<file path="src/rtl/dma_pkg.sv">
// DMA datapath shared types: write-burst descriptor, strobe geometry and write-streamer states.
package dma_pkg;

  localparam int DMA_DATA_W = 512;
  localparam int DMA_STRB_W = DMA_DATA_W / 8;
  localparam int DMA_HEAD_W = 6;
  localparam int DMA_TAIL_W = 6;
  localparam int DMA_LEN_W  = 8;

  typedef struct packed {
    logic [DMA_HEAD_W-1:0] head;
    logic [DMA_TAIL_W-1:0] tail;
    logic [DMA_LEN_W-1:0]  alen;
  } s_dma_wburst_req_t;

  typedef enum logic [0:0] {
    DMA_WS_IDLE   = 1'b0,
    DMA_WS_STREAM = 1'b1
  } e_dma_wstream_state_t;

  // A single-beat burst whose first valid byte lies after its last one carries no data.
  function automatic logic dma_wburst_illegal(input s_dma_wburst_req_t d);
    return (d.alen == {DMA_LEN_W{1'b0}}) && (d.head > d.tail);
  endfunction

endpackage

</file>
<file path="src/rtl/venus_soc_pkg.sv">
// SoC-wide AXI type definitions shared by the DMA datapath blocks.
package venus_soc_pkg;

  localparam int AXI_DATA_W = 512;

  typedef logic [AXI_DATA_W-1:0] axi_data_t;

endpackage

</file>
<file path="src/rtl/dma_wstrb_gen.sv">
// Per-beat AXI byte-strobe generator from head/tail offsets and first/last beat flags.
import dma_pkg::*;

module dma_wstrb_gen #(
  parameter int STRB_W = DMA_STRB_W
) (
  input  logic [DMA_HEAD_W-1:0] head,
  input  logic [DMA_TAIL_W-1:0] tail,
  input  logic                  first,
  input  logic                  last,
  output logic [STRB_W-1:0]     wstrb
);

  localparam logic [DMA_TAIL_W-1:0] TAIL_MAX = DMA_TAIL_W'(STRB_W - 1);

  function automatic logic [STRB_W-1:0] mask_hi(input logic [DMA_HEAD_W-1:0] h);
    return {STRB_W{1'b1}} << h;
  endfunction

  function automatic logic [STRB_W-1:0] mask_lo(input logic [DMA_TAIL_W-1:0] t);
    return {STRB_W{1'b1}} >> (TAIL_MAX - t);
  endfunction

  // Select the strobe shape by beat position; a head>tail single beat collapses to zero.
  always_comb begin
    wstrb = {STRB_W{1'b1}};
    case ({first, last})
      2'b11:   wstrb = mask_hi(head) & mask_lo(tail);
      2'b10:   wstrb = mask_hi(head);
      2'b01:   wstrb = mask_lo(tail);
      default: wstrb = {STRB_W{1'b1}};
    endcase
  end

endmodule

</file>
<file path="src/rtl/dma_wdata_streamer.sv">
// AXI W-channel streamer: pops destination-aligned beats from the aligner FIFO, one burst per descriptor.
// Optional build macro DMA_WSTREAM_ERR_EN adds the sticky err_o port and descriptor/underflow checking.
import dma_pkg::*;
import venus_soc_pkg::*;

module dma_wdata_streamer #(
  parameter  int DATA_W = 512,
  parameter  int LEN_W  = DMA_LEN_W,
  localparam int STRB_W = DATA_W / 8
) (
  input  logic              clk,
  input  logic              rstn,
  input  logic              req_valid_i,
  output logic              req_ready_o,
  input  s_dma_wburst_req_t req_i,
  input  logic              fifo_empty_i,
  input  axi_data_t         fifo_data_i,
  output logic              fifo_rd_o,
  output logic              wvalid_o,
  input  logic              wready_i,
  output logic [DATA_W-1:0] wdata_o,
  output logic [STRB_W-1:0] wstrb_o,
  output logic              wlast_o,
  output logic              done_o
`ifdef DMA_WSTREAM_ERR_EN
  ,
  output logic              err_o
`endif
);

  localparam logic [0:0]     ST_IDLE   = DMA_WS_IDLE;
  localparam logic [0:0]     ST_STREAM = DMA_WS_STREAM;
  localparam logic [LEN_W:0] BEAT_ZERO = {(LEN_W+1){1'b0}};
  localparam logic [LEN_W:0] BEAT_ONE  = {{LEN_W{1'b0}}, 1'b1};

  logic [0:0]            state_r;
  logic [DMA_HEAD_W-1:0] head_r;
  logic [DMA_TAIL_W-1:0] tail_r;
  logic [LEN_W:0]        beats_left_r;
  logic                  first_r;
  logic                  wvalid_r;
  logic                  wlast_r;
  logic                  done_r;
  logic [DATA_W-1:0]     wdata_r;
  logic [STRB_W-1:0]     wstrb_r;

  logic                  accept_s;
  logic                  load_s;
  logic                  hs_s;
  logic                  last_beat_s;
  logic [STRB_W-1:0]     wstrb_s;

  assign accept_s    = (state_r == ST_IDLE) & req_valid_i;
  assign last_beat_s = (beats_left_r == BEAT_ONE);
  assign hs_s        = wvalid_r & wready_i;
  // A new beat enters the output register only when it is empty or being drained this cycle.
  assign load_s      = (state_r == ST_STREAM) & ~fifo_empty_i & (beats_left_r != BEAT_ZERO)
                     & (~wvalid_r | wready_i);

  dma_wstrb_gen #(
    .STRB_W (STRB_W)
  ) u_wstrb_gen (
    .head  (head_r),
    .tail  (tail_r),
    .first (first_r),
    .last  (last_beat_s),
    .wstrb (wstrb_s)
  );

  // Burst control: descriptor latch, beat countdown and IDLE/STREAM sequencing.
  always_ff @(posedge clk or negedge rstn) begin
    if (!rstn) begin
      state_r      <= ST_IDLE;
      head_r       <= {DMA_HEAD_W{1'b0}};
      tail_r       <= {DMA_TAIL_W{1'b0}};
      beats_left_r <= BEAT_ZERO;
      first_r      <= 1'b0;
      done_r       <= 1'b0;
    end else begin
      done_r <= hs_s & wlast_r;
      case (state_r)
        ST_IDLE: begin
          if (req_valid_i) begin
            head_r       <= req_i.head;
            tail_r       <= req_i.tail;
            beats_left_r <= (LEN_W+1)'(req_i.alen) + BEAT_ONE;
            first_r      <= 1'b1;
            state_r      <= ST_STREAM;
          end
        end
        ST_STREAM: begin
          if (load_s) begin
            beats_left_r <= beats_left_r - BEAT_ONE;
            first_r      <= 1'b0;
          end
          if (hs_s & wlast_r) begin
            state_r <= ST_IDLE;
          end
        end
        default: state_r <= ST_IDLE;
      endcase
    end
  end

  // W output register: payload is frozen while wvalid is high and wready is low.
  always_ff @(posedge clk or negedge rstn) begin
    if (!rstn) begin
      wvalid_r <= 1'b0;
      wlast_r  <= 1'b0;
      wdata_r  <= {DATA_W{1'b0}};
      wstrb_r  <= {STRB_W{1'b0}};
    end else if (load_s) begin
      wvalid_r <= 1'b1;
      wlast_r  <= last_beat_s;
      wdata_r  <= DATA_W'(fifo_data_i);
      wstrb_r  <= wstrb_s;
    end else if (hs_s) begin
      wvalid_r <= 1'b0;
    end
  end

`ifdef DMA_WSTREAM_ERR_EN
  logic err_r;

  // Sticky error on an illegal descriptor or a pop against an empty FIFO; only reset clears it.
  always_ff @(posedge clk or negedge rstn) begin
    if (!rstn) begin
      err_r <= 1'b0;
    end else if ((accept_s & dma_wburst_illegal(req_i)) | (load_s & fifo_empty_i)) begin
      err_r <= 1'b1;
    end
  end

  assign err_o = err_r;
`else
  logic unused_accept_s;
  assign unused_accept_s = accept_s;
`endif

  assign req_ready_o = (state_r == ST_IDLE);
  assign fifo_rd_o   = load_s;
  assign wvalid_o    = wvalid_r;
  assign wlast_o     = wlast_r;
  assign wdata_o     = wdata_r;
  assign wstrb_o     = wstrb_r;
  assign done_o      = done_r;

endmodule

</file>
<file path="config.mk">
export PLATFORM = sky130hd
export DESIGN_NAME = dma_wdata_streamer
export DESIGN_NICKNAME = d
export VERILOG_FILES = /design/src/rtl/dma_pkg.sv /design/src/rtl/venus_soc_pkg.sv /design/src/rtl/dma_wstrb_gen.sv /design/src/rtl/dma_wdata_streamer.sv
export SDC_FILE = /design/constraint.sdc
export NUM_CORES = 1
export LEC_CHECK = 0
export CORE_AREA = 2 2 431 433
export CTS_BUF_LIST = sky130_fd_sc_hd__clkbuf_4 sky130_fd_sc_hd__clkbuf_8
export DETAILED_ROUTE_END_ITERATION = 7
export DIE_AREA = 0 0 433 435
export PLACE_DENSITY = 0.43
export SETUP_SLACK_MARGIN = 0.1
export SLEW_MARGIN = 20
export SYNTH_ARGS = -nofsm -noshare
export SYNTH_HDL_FRONTEND = slang
export SYNTH_SLANG_ARGS = --single-unit
export TNS_END_PERCENT = 5
</file>
<file path="constraint.sdc">
create_clock -name clk -period 3 [get_ports clk]
set_input_delay 0.45 -clock clk [delete_from_list [all_inputs] [get_ports clk]]
set_output_delay 0.45 -clock clk [all_outputs]
set_load 0.02 [all_outputs]
</file>
==> results.sh <==
export IMPL_h_tree_depth=3
export IMPL_yosys_cell_types_count=65
export IMPL_slowest_stage="o21ai_0"
export IMPL_worst_r2r_cell_count=9
export IMPL_finalSetupViolCount=0
export IMPL_worst_r2r_endpoint="wstrb_o[6]$_DFFE_PN0P_"
export IMPL_crit_type="register to register"
export IMPL_seq_area_frac_synth=0.627
export IMPL_post_route_cell_area_um2=43800
export IMPL_timing_critical_path_required_ns=3.70
export IMPL_critPathCaptureType="register"
export IMPL_worst_slew_margin_rel=0.465
export IMPL_postSynth_asyncResetShare=1.00
export IMPL_fin_tns_setup_ns=0
export IMPL_max_rail_drop_vdd_v=0.000447
export IMPL_gp_congestion=0.901
export IMPL_tritoncts_num_buffers=121
export IMPL_count_of_tritonroute_iterations_in_the_first_routing_pass=5
export IMPL_vias=24000
export IMPL_cap_violations=0
export IMPL_detailedPlacementHpwl_um=104000
export IMPL_floorplan_die_area_um2=188000
export IMPL_die_w_um=433
export IMPL_post_route_worst_setup_slack_ns=0.155
export IMPL_setup_repair_after_global_routing_missed_its_margin="true"
export IMPL_port_buffer_count=1117
export IMPL_postRouteWirelength_um=136000
export IMPL_drt_drc_violations_left=0
export IMPL_cp_buffers_inverters=3
export IMPL_cellInternalPower_mw=25.6
export IMPL_dominantRegCellSynth="dfrtp_1"
export IMPL_core_area_um2=184000
export IMPL_final_min_period_over_clock_period=0.948
export IMPL_start_kind="register"
export IMPL_finClkSkew_ns=0.0491
export IMPL_top_cells_by_area_synth="dfrtp_1, nand2_1, buf_2"
export IMPL_worst_hold_path_type="input port to register"
export IMPL_reg2reg_setup_slack_ns=0.16
export IMPL_syn_area_um2=24000
export IMPL_power_per_cell_area_nw_per_um2=1000
export IMPL_number_of_global_route_vias_before_repair=24700
export IMPL_synthesis_nets=3276
export IMPL_globalRoute_totalOverflow=0
export IMPL_clock_tree_root_cell="clkbuf_8"
export IMPL_ys_ff_latch=602
export IMPL_cts_reportedPaths_clkPinSlew_ns=0.06
export IMPL_post_synth_top_area_cell="dfrtp_1"
export IMPL_hold_crit_start="fifo_data_i[207]"
export IMPL_fp_row_count=158
export IMPL_finalHoldViolCount=0
export IMPL_detail_route_wl_per_cell_um=20.2
export IMPL_tightestPinTransition_ns=0.794
export IMPL_clk_insertion_delay_late_ns=0.85
export IMPL_p_sw_frac=0.416
export IMPL_timing_final_max_slew_violations=0
export IMPL_grt_start_max_net_pins=114
export IMPL_rr_startpoint="beats_left_r[1]$_DFFE_PN0P_"
export IMPL_power_switching_mw=18.2
export IMPL_tritoncts_clock_tree="built"
export IMPL_viasPerCell=3.56
export IMPL_critical_path_max_stage_delay_ns=0.73
export IMPL_setup_slack_placement_ns=0.136
export IMPL_holdWs_ns=0.156
export IMPL_clock_group_share_of_total_power=0.223
export IMPL_cts_sink_count=602
export IMPL_instances_no_fill=6735
export IMPL_final_core_utilization=0.238
export IMPL_syn_area_per_cell_um2=8.79
export IMPL_worstHoldEndpoint="wdata_o[207]$_DFFE_PN0P_"
export IMPL_clock_tree_buffer_depth=3
export IMPL_grt_util_all_layers=0.141
export IMPL_seq_power_share=0.315
export IMPL_crit_chain="inv_2, buf_4, ha_1, or3b_2, nor4_4, nand2b_1, o21ai_0, buf_4, o21ai_0"
export IMPL_grt_first_pass_wirelength_um=190000
export IMPL_starting_density=0.131
export IMPL_hold_path_cell_count=3
export IMPL_critPathTopFamily="simple AND/OR/NAND/NOR gates"
export IMPL_synthesis_instances=2735
export IMPL_critPathArrivalTime_ns=3.54
export IMPL_critical_path_max_fanout=6
export IMPL_final_period_demand_of_the_worst_path_ns=2.84
export IMPL_maxClockFrequency_ghz=0.352
export IMPL_final_antenna_net_count=0
export IMPL_layout_nets=4681
export IMPL_yosys_warnings=0
export IMPL_comb_power_share=0.461
export IMPL_grt_antenna_before_repair=34
export IMPL_synthDominantCellAreaShare=0.627
export IMPL_drtIter0Drc=1546
export IMPL_outcome="finished clean"
export IMPL_place_area_um2=38500
export IMPL_power_total_mw=43.9
export IMPL_dieHeight_um=435
export IMPL_post_route_cells_drive_above_1_share=0.0816
export IMPL_io_pin_count=1118
export IMPL_cellLeakagePower_nw=20.1
export IMPL_count_of_flip_flops_with_a_built_in_enable_after_synthesis=0
export IMPL_synthToLayoutAreaGrowth_pct=82.0
export IMPL_placedCellCount=6255
==> sequential cells by signal, indices dropped and copies added (netlist names) <==
| register | cells |
|---|---|
| beats_left_r | 9 |
| wdata_o | 512 |
| wstrb_o | 64 |
| head_r | 6 |
| wvalid_o | 1 |
| done_o | 1 |
| first_r | 1 |
| tail_r | 6 |
| wlast_o | 1 |
| state_r | 1 |
==> layout by cell type, fill, tap and decap left out, types with 6 or more instances in the layout <==
cell type,n
nand2_1,1623
clkdlybuf4s50_1,1114
dfrtp_1,602
dlygate4sd3_1,237
clkbuf_8,155
o21ai_0,76
buf_4,69
nor2_1,44
a21oi_1,40
clkbuf_4,38
buf_12,21
diode_2,17
nor3_1,17
a21o_1,16
clkinv_2,16
nand3_1,13
o31ai_1,12
o22ai_1,10
mux2_2,9
and3_1,7
a221oi_1,7
bufinv_16,7
a31oi_1,6
==> per-layer routing <==
metal	GRT usage	vias to the layer above	routed length (µm)
met5	0	-	11
li1	-	11400	-
met1	0.169	11500	55700
met2	0.228	898	64600
met3	0.0511	211	11700
met4	0.0552	2	4310
==> power groups by stage <==
stage	clock network (mW)	logic (mW)	registers (mW)
CTS	10.2	20.5	13.9
finish	9.80	20.2	13.8
global route	10.6	21.7	14.3
global placement	0	20.2	13.9
floorplan	0	5.10	17.2
detailed placement	0	20.1	13.9
==> area by class of cell <==
class | instances | area [µm²]
well taps | 2480 | 3100
diodes | 17 | 42.5
fillers | 20100 | 140000
clock inverters | 28 | 358
inverters | 9 | 41.3
flip-flops and latches | 602 | 15100
repair buffers | 1445 | 14500
multi-input cells | 1961 | 8230
clock buffers | 193 | 2420
==> tightest hold or removal path, stage by stage <==
cell and delay [ns]:
clkdlybuf4s50_1 0.40, nand2_1 0.06, nand2_1 0.04
==> how the worst max path moves through the flow <==
| stage | slack (ns) | cells past startpoint | start | to |
|---|---|---|---|---|
| finish | 0.16 | 9 | beats_left_r[1]$_DFFE_PN0P_ | wstrb_o[6]$_DFFE_PN0P_ |
| global route | 0.007 | 6 | beats_left_r[1]$_DFFE_PN0P_ | fifo_rd_o |
| CTS | 0.04 | 6 | beats_left_r[0]$_DFFE_PN0P_ | fifo_rd_o |
| detailed placement | 0.14 | 9 | beats_left_r[1]$_DFFE_PN0P_ | wdata_o[187]$_DFFE_PN0P_ |
| global placement | 0.15 | 5 | fifo_empty_i | fifo_rd_o |
| floorplan | 0.77 | 7 | beats_left_r[0]$_DFFE_PN0P_ | fifo_rd_o |
==> synth_stat cells, drive strengths merged (2+ instances only) <==
library cell	count
a32o	2
a221oi	7
o211ai	4
a31oi	6
ha	4
nand3	13
nand2b	5
o2bb2ai	2
xnor2	4
o21a	2
clkbuf	68
a21oi	41
or3	2
mux2	9
o22ai	10
o31ai	12
a22o	5
and3	7
or4	2
or2	5
o221ai	2
nand2	1623
o21ai	79
o21bai	2
nor4	3
xor2	2
o41ai	3
nor2	46
a21o	16
inv	9
dfrtp	602
nor2b	6
nor3	18
buf	95
and2	3
==> kinds of logic (layout without fill, tap and decap cells) <==
group	Yosys count	count (layout)	share of synthesized area
XOR/XNOR	6	6	0.00219
multiplexers	10	10	0.00463
AO/OA/AOI/OAI	204	204	0.0527
other	0	17	0
buffers and inverters	172	1675	0.0325
adder cells (fa/ha/maj)	4	4	0.00208
AND/OR/NAND/NOR	1737	1737	0.279
flip-flops	602	602	0.627
==> repair_timing <==
item	4_1_cts	5_1_grt
pin swaps	1	0
endpoints found under the hold margin	266	0
gates resized for setup	15	1
buffers inserted	5	0
hold buffers	237	0
cloned	0	0
endpoints found under the setup margin	2	32
No activity file was read; power rests on OpenSTA's default activity.
